`config.mk`:
```
export PLATFORM = sky130hd
export DESIGN_NAME = automata_monitor_stage
export DESIGN_NICKNAME = d
export VERILOG_FILES = /design/src/rtl/monitor_pkg.sv /design/src/rtl/automata_dfa_channel.sv /design/src/rtl/automata_monitor_stage.sv
export SDC_FILE = /design/constraint.sdc
export NUM_CORES = 1
export LEC_CHECK = 0
export ABC_AREA = 1
export CORE_ASPECT_RATIO = 0.75
export CORE_MARGIN = 8
export CORE_UTILIZATION = 41
export CTS_CLUSTER_SIZE = 28
export DETAILED_ROUTE_END_ITERATION = 8
export DONT_BUFFER_PORTS = 1
export GPL_TIMING_DRIVEN = 1
export SYNTH_ARGS = -nofsm -noshare
export SYNTH_HDL_FRONTEND = slang
export SYNTH_SLANG_ARGS = --single-unit
```
`constraint.sdc`:
```
create_clock -name clk -period 4.15 [get_ports clk]
set_input_delay 1.0375 -clock clk [delete_from_list [all_inputs] [get_ports clk]]
set_output_delay 1.0375 -clock clk [all_outputs]
set_load 0.01 [all_outputs]
```
`src/rtl/monitor_pkg.sv`:
```
// Shared types and constants for the automata monitor stage: table-entry
// layout, cfg_data field offsets and the counter saturation constant.
package monitor_pkg;

  localparam int unsigned DEF_SYM_W = 8;
  localparam int unsigned DEF_ST_W  = 3;

  // cfg_data layout, MSB to LSB: {match_val, match_mask, next_st, fail_st, accept}
  typedef struct packed {
    logic [DEF_SYM_W-1:0] match_val;
    logic [DEF_SYM_W-1:0] match_mask;
    logic [DEF_ST_W-1:0]  next_st;
    logic [DEF_ST_W-1:0]  fail_st;
    logic                 accept;
  } mon_entry_t;

  localparam int unsigned ACCEPT_BIT = 0;
  localparam int unsigned FAIL_LSB   = 1;

  function automatic int unsigned next_lsb(input int unsigned st_w);
    return 1 + st_w;
  endfunction

  function automatic int unsigned mask_lsb(input int unsigned st_w);
    return 1 + 2 * st_w;
  endfunction

  function automatic int unsigned val_lsb(input int unsigned sym_w, input int unsigned st_w);
    return 1 + 2 * st_w + sym_w;
  endfunction

  function automatic int unsigned cfg_width(input int unsigned sym_w, input int unsigned st_w);
    return 2 * sym_w + 2 * st_w + 1;
  endfunction

  // All-ones source for counter saturation; truncated to the counter width.
  localparam logic [63:0] CNT_SAT_ALL = '1;

endpackage

```
`src/rtl/automata_dfa_channel.sv`:
```
// One programmable symbol-matching automaton: table, state, report, sticky flag
// and (with MONITOR_REPORT_CNT_EN defined) a saturating report counter.
module automata_dfa_channel
  import monitor_pkg::*;
#(
  parameter  int SYM_W  = 8,
  parameter  int NUM_ST = 8,
  parameter  int CNT_W  = 16,
  localparam int ST_W   = $clog2(NUM_ST),
  localparam int CFG_W  = cfg_width(SYM_W, ST_W)
) (
  input  logic             clk,
  input  logic             reset,
  input  logic             run,
  input  logic [SYM_W-1:0] sym,
  input  logic             wr_en,
  input  logic [ST_W-1:0]  wr_st,
  input  logic [CFG_W-1:0] wr_data,
  input  logic             clear,
  output logic             report,
  output logic             sticky,
  output logic [CNT_W-1:0] cnt
);

  localparam int unsigned NEXT_LSB = next_lsb(ST_W);
  localparam int unsigned MASK_LSB = mask_lsb(ST_W);
  localparam int unsigned VAL_LSB  = val_lsb(SYM_W, ST_W);

  logic [CFG_W-1:0] tbl_q [NUM_ST];
  logic [CFG_W-1:0] tbl_d [NUM_ST];
  logic [ST_W-1:0]  state_q, state_d;
  logic             report_q, report_d;
  logic             sticky_q, sticky_d;
  logic [SYM_W-1:0] cur_val, cur_mask;
  logic             sym_match;

  always_comb begin
    // NOTE: every signal gets a default first so no path can infer a latch.
    tbl_d    = tbl_q;
    state_d  = state_q;
    report_d = 1'b0;
    if (wr_en) tbl_d[wr_st] = wr_data;

    cur_val   = tbl_q[state_q][VAL_LSB +: SYM_W];
    cur_mask  = tbl_q[state_q][MASK_LSB +: SYM_W];
    sym_match = ((sym ^ cur_val) & cur_mask) == '0;

    if (run) begin
      state_d  = sym_match ? tbl_q[state_q][NEXT_LSB +: ST_W]
                           : tbl_q[state_q][FAIL_LSB +: ST_W];
      report_d = tbl_q[state_d][ACCEPT_BIT];
    end
    // A new report wins over a simultaneous clear.
    sticky_d = report_d | (sticky_q & ~clear);
  end

  always_ff @(posedge clk) begin
    if (reset) begin
      // NOTE: the table is reset on purpose; the all-zero entry is a defined idle
      // automaton, so this storage is flops rather than an unreset RAM.
      for (int i = 0; i < NUM_ST; i++) tbl_q[i] <= '0;
      state_q  <= '0;
      report_q <= 1'b0;
      sticky_q <= 1'b0;
    end else begin
      tbl_q    <= tbl_d;
      state_q  <= state_d;
      report_q <= report_d;
      sticky_q <= sticky_d;
    end
  end

  assign report = report_q;
  assign sticky = sticky_q;

`ifdef MONITOR_REPORT_CNT_EN
  localparam logic [CNT_W-1:0] CNT_MAX = CNT_W'(CNT_SAT_ALL);

  logic [CNT_W-1:0] cnt_q, cnt_d;

  always_comb begin
    cnt_d = cnt_q;
    if (report_d && cnt_q != CNT_MAX) cnt_d = cnt_q + CNT_W'(1);
  end

  always_ff @(posedge clk) begin
    if (reset) cnt_q <= '0;
    else       cnt_q <= cnt_d;
  end

  assign cnt = cnt_q;
`else
  assign cnt = '0;
`endif

endmodule

```
`src/rtl/automata_monitor_stage.sv`:
```
// Monitor stage: symbol/reset forwarding pipeline, config decode and NUM_CH
// automaton channels. Report counters are built only with MONITOR_REPORT_CNT_EN.
module automata_monitor_stage
  import monitor_pkg::*;
#(
  parameter  int SYM_W      = 8,
  parameter  int NUM_CH     = 3,
  parameter  int NUM_ST     = 8,
  parameter  int CNT_W      = 16,
  parameter  int PIPE_DEPTH = 1,
  localparam int ST_W       = $clog2(NUM_ST),
  localparam int CH_W       = (NUM_CH > 1) ? $clog2(NUM_CH) : 1,
  localparam int CFG_W      = cfg_width(SYM_W, ST_W)
) (
  input  logic                    clk,
  input  logic                    reset,
  input  logic                    run,
  input  logic [SYM_W-1:0]        top_symbols,
  input  logic                    cfg_we,
  input  logic [CH_W-1:0]         cfg_ch,
  input  logic [ST_W-1:0]         cfg_st,
  input  logic [CFG_W-1:0]        cfg_data,
  output logic                    cfg_rej,
  input  logic [NUM_CH-1:0]       clear_sticky,
  output logic [NUM_CH-1:0]       report,
  output logic [NUM_CH-1:0]       report_sticky,
  output logic [NUM_CH*CNT_W-1:0] report_cnt,
  output logic [SYM_W-1:0]        out_symbols,
  output logic                    out_reset
);

  logic                  cfg_ok;
  logic                  cfg_rej_q, cfg_rej_d;
  logic [SYM_W-1:0]      sym_q [PIPE_DEPTH];
  logic [SYM_W-1:0]      sym_d [PIPE_DEPTH];
  logic [PIPE_DEPTH-1:0] rst_q, rst_d;

  always_comb begin
    // Tables may only change while the automata are frozen.
    cfg_ok    = !run && (32'(cfg_ch) < NUM_CH);
    cfg_rej_d = cfg_we && !cfg_ok;

    sym_d = sym_q;
    if (run) begin
      sym_d[0] = top_symbols;
      for (int i = 1; i < PIPE_DEPTH; i++) sym_d[i] = sym_q[i-1];
    end

    rst_d[0] = reset;
    for (int i = 1; i < PIPE_DEPTH; i++) rst_d[i] = rst_q[i-1];
  end

  always_ff @(posedge clk) begin
    if (reset) begin
      cfg_rej_q <= 1'b0;
      rst_q     <= '1;
      for (int i = 0; i < PIPE_DEPTH; i++) sym_q[i] <= '0;
    end else begin
      cfg_rej_q <= cfg_rej_d;
      rst_q     <= rst_d;
      sym_q     <= sym_d;
    end
  end

  assign cfg_rej     = cfg_rej_q;
  assign out_symbols = sym_q[PIPE_DEPTH-1];
  assign out_reset   = rst_q[PIPE_DEPTH-1];

  for (genvar c = 0; c < NUM_CH; c++) begin : g_ch
    automata_dfa_channel #(
      .SYM_W  (SYM_W),
      .NUM_ST (NUM_ST),
      .CNT_W  (CNT_W)
    ) u_ch (
      .clk     (clk),
      .reset   (reset),
      .run     (run),
      .sym     (top_symbols),
      .wr_en   (cfg_we && cfg_ok && (cfg_ch == CH_W'(c))),
      .wr_st   (cfg_st),
      .wr_data (cfg_data),
      .clear   (clear_sticky[c]),
      .report  (report[c]),
      .sticky  (report_sticky[c]),
      .cnt     (report_cnt[c*CNT_W +: CNT_W])
    );
  end

endmodule

```
==> out/metrics.csv <==
metric;value;unit
status;finished clean;
met3 Usage GRT;3.79;%
Post-DP Area;26300;µm²
CTS tree;built;
post-synthesis average cell area;6.69;µm²
Hold Buf Count CTS;0;
Hold Crit Class;in2reg;
Buf/Inv on CP;2;
dpl hpwl;51200;µm
initial antenna violation count;3;
Detailed Route WL;88900;µm
setup repair bufs after CTS;0;
Startpoint Class;flop;
relative slew slack;23.0;%
CP peak stage delay;610;ps
CORE AREA;63400;µm²
Remaining DRCs;0;
Syn-to-layout area delta;8.25;%
die width;308;µm
Routed WL per cell;19.2;µm
row cnt;80;
Worst-path clk slew;70;ps
CP dominant cell by count;nand2_1;
number of synthesized flops with an enable pin;0;
largest cells by area after synthesis;dfxtp_1 (44%), o21ai_0 (12%), nor2_1 (11%), nand2_1 (8.3%), a21oi_1 (6.5%);
num ports;107;
Post-synth top flop;dfxtp_1;
post-place setup slack;751;ps
Yosys reg bits;577;
most frequent cells in the layout;nor2_1 (787), o21ai_0 (617), nand2_1 (578);
total gr overflow;0;
Worst EP arrival;3570;ps
Final Net Count;3771;
worst skew pair latency;660;ps
Post-DRT Antenna Nets;0;
RePlAce Congestion;0.847;
largest net degree at the start of global routing;130;
Clock Path Buffers;3;
first-pass GRT wire length;136000;µm
worst slew pin tran;1150;ps
vias in the first global route;21800;
Pins Over Slew Limit;0;
I/O Buffers;0;
met2 global-route usage;35.0;%
# diodes;0;
period utilization;73.5;%
CP Max Fanout;43;
Crit path max-delay family;simple AND/OR/NAND/NOR gates;
Synth top area share;44.1;%
DR iter-0 viols;2623;
sequential cell area fraction in the yosys report;44.1;%
root buffer cell;clkbuf_16;
critical path depth;18;
H-tree depth;2;
GRT Util Overall;23.5;%
met1 Use GR;34.8;%
Pre-antenna DRT Iters;5;
Crit. End Element;flop;
Mapped Cells;3914;
final setup margin;1100;ps
most common cell after layout, fill and taps aside;nor2_1;
Static Leak;0.0121;µW
vias per cell;5.25;
setup violators final;0;
top cell type by total area after synthesis;dfxtp_1;
Die Height;235;µm
worst path cell trace;inv_2, buf_12, nand2_1, nand3_1, nand2_1, nand2_1, nand3_1, nand2_1, nor2_1, nand3_2, nand2_2, nand2_1, nand3_1, nand3_1, nand3_1, nand2_1, nand2_1, nand2_1;
VDD IR max;0.345;mV
Sum Neg Setup Slack;0;ps
post-synth cell types;29;
share of cells above drive strength 1;4.53;%
Reg2Reg Depth;18;
post_cts resized;0;
busiest grt layer;met2;
yosys warns;0;
Worst Path Required;4670;ps
Worst Hold Path Cells;0;
Hold Violations, Final;0;
Initial Util;41.3;%
cts bufs inserted;59;
min cycle time layout;3050;ps
crit path kind;reg2reg;
PwrDens;441;nW/µm²
RSZ-0062 raised after global routing;no;
design area;28300;µm²
Max Clock Skew;43.1;ps
max-cap violations;0;
Async SR Flop Fraction;0;%
DIE AREA;72300;µm²
clock sink count;577;
slowest cell on the critical path;dfxtp_4;
routed via count;24300;
Fmax achieved;328;MHz
Post-Syn Area;26200;µm²
-- layout make-up --
cell class                      count  area [µm²]
Fill cell                        6554       35000
Multi-Input combinational cell   2729       12000
Sequential cell                   577       11600
Clock buffer                       94        1790
Inverter                          306        1170
Tap cell                          861        1080
Timing Repair Buffer               55         488
Clock inverter                     17         275
-- worst paths after layout --
check | from | to | slack (ps)
setup / recovery | g_ch[1].u_ch.state_q[0]$_SDFFE_PP0P_ | g_ch[1].u_ch.sticky$_SDFF_PP0_ | 1100
hold / removal | reset | out_reset$_DFF_P_ | 420
setup reg to reg | g_ch[1].u_ch.state_q[0]$_SDFFE_PP0P_ | g_ch[1].u_ch.sticky$_SDFF_PP0_ | 1100
hold reg to reg | g_ch[2].u_ch.tbl_q[119]$_SDFFE_PP0P_ | g_ch[2].u_ch.tbl_q[119]$_SDFFE_PP0P_ | 440
-- cell families after synthesis --
logic type | count (synthesis) | synth area share (%)
other cells | 1 | 0.0143
flops | 577 | 44.1
simple gates | 1699 | 26.1
mux | 1 | 0.0382
buf+inv | 655 | 10.8
compound gates | 981 | 18.9
-- per-stage QoR --
step / cells / total power, µW / hold WS (ps) / utilization, %
3_3_place_gp: 4528 / 6930 / 434 / 41.5
3_5_place_dp: 4528 / 6930 / 437 / 41.5
4_1_cts: 4639 / 12600 / 394 / 44.7
5_1_grt: 4639 / 12900 / 400 / 44.7
6_report: 4639 / 12500 / 424 / 44.7
2_1_floorplan: 3961 / 6710 / 424 / -
-- registers in the layout, summed over array words and instances, names as in the netlist --
signal             count
cfg_rej                1
g_ch.u_ch.report       3
g_ch.u_ch.state_q      9
g_ch.u_ch.sticky       3
g_ch.u_ch.tbl_q      552
out_reset              1
out_symbols            8
-- synthesized netlist by cell type, types with 2 or more instances --
cell	count
nor2_1	787
o21ai_0	617
nand2_1	578
dfxtp_1	577
a21oi_1	339
nand3_1	307
inv_1	294
clkbuf_1	195
buf_4	72
buf_2	58
buf_1	22
nor3_1	9
o211ai_1	9
o21ai_1	9
nand3b_1	8
clkinv_1	4
inv_2	4
inv_4	4
nand2_2	4
a22oi_1	3
o22ai_1	3
buf_6	2
nand3_2	2
nand4_1	2
-- where the power goes --
part	total (µW)	internal (µW)	switching (µW)
combinational	1150	321	825
sequential	5680	5600	80.6
clock	5670	3320	2350
total	12500	9250	3260
-- per-layer routing --
layer  up-vias  routed length [µm]
met5         -                   8
met4         2                2300
li1      12100                   -
met3       126                6830
met2       900               37700
met1     11200               42100
Power figures use the tool's default switching activity.
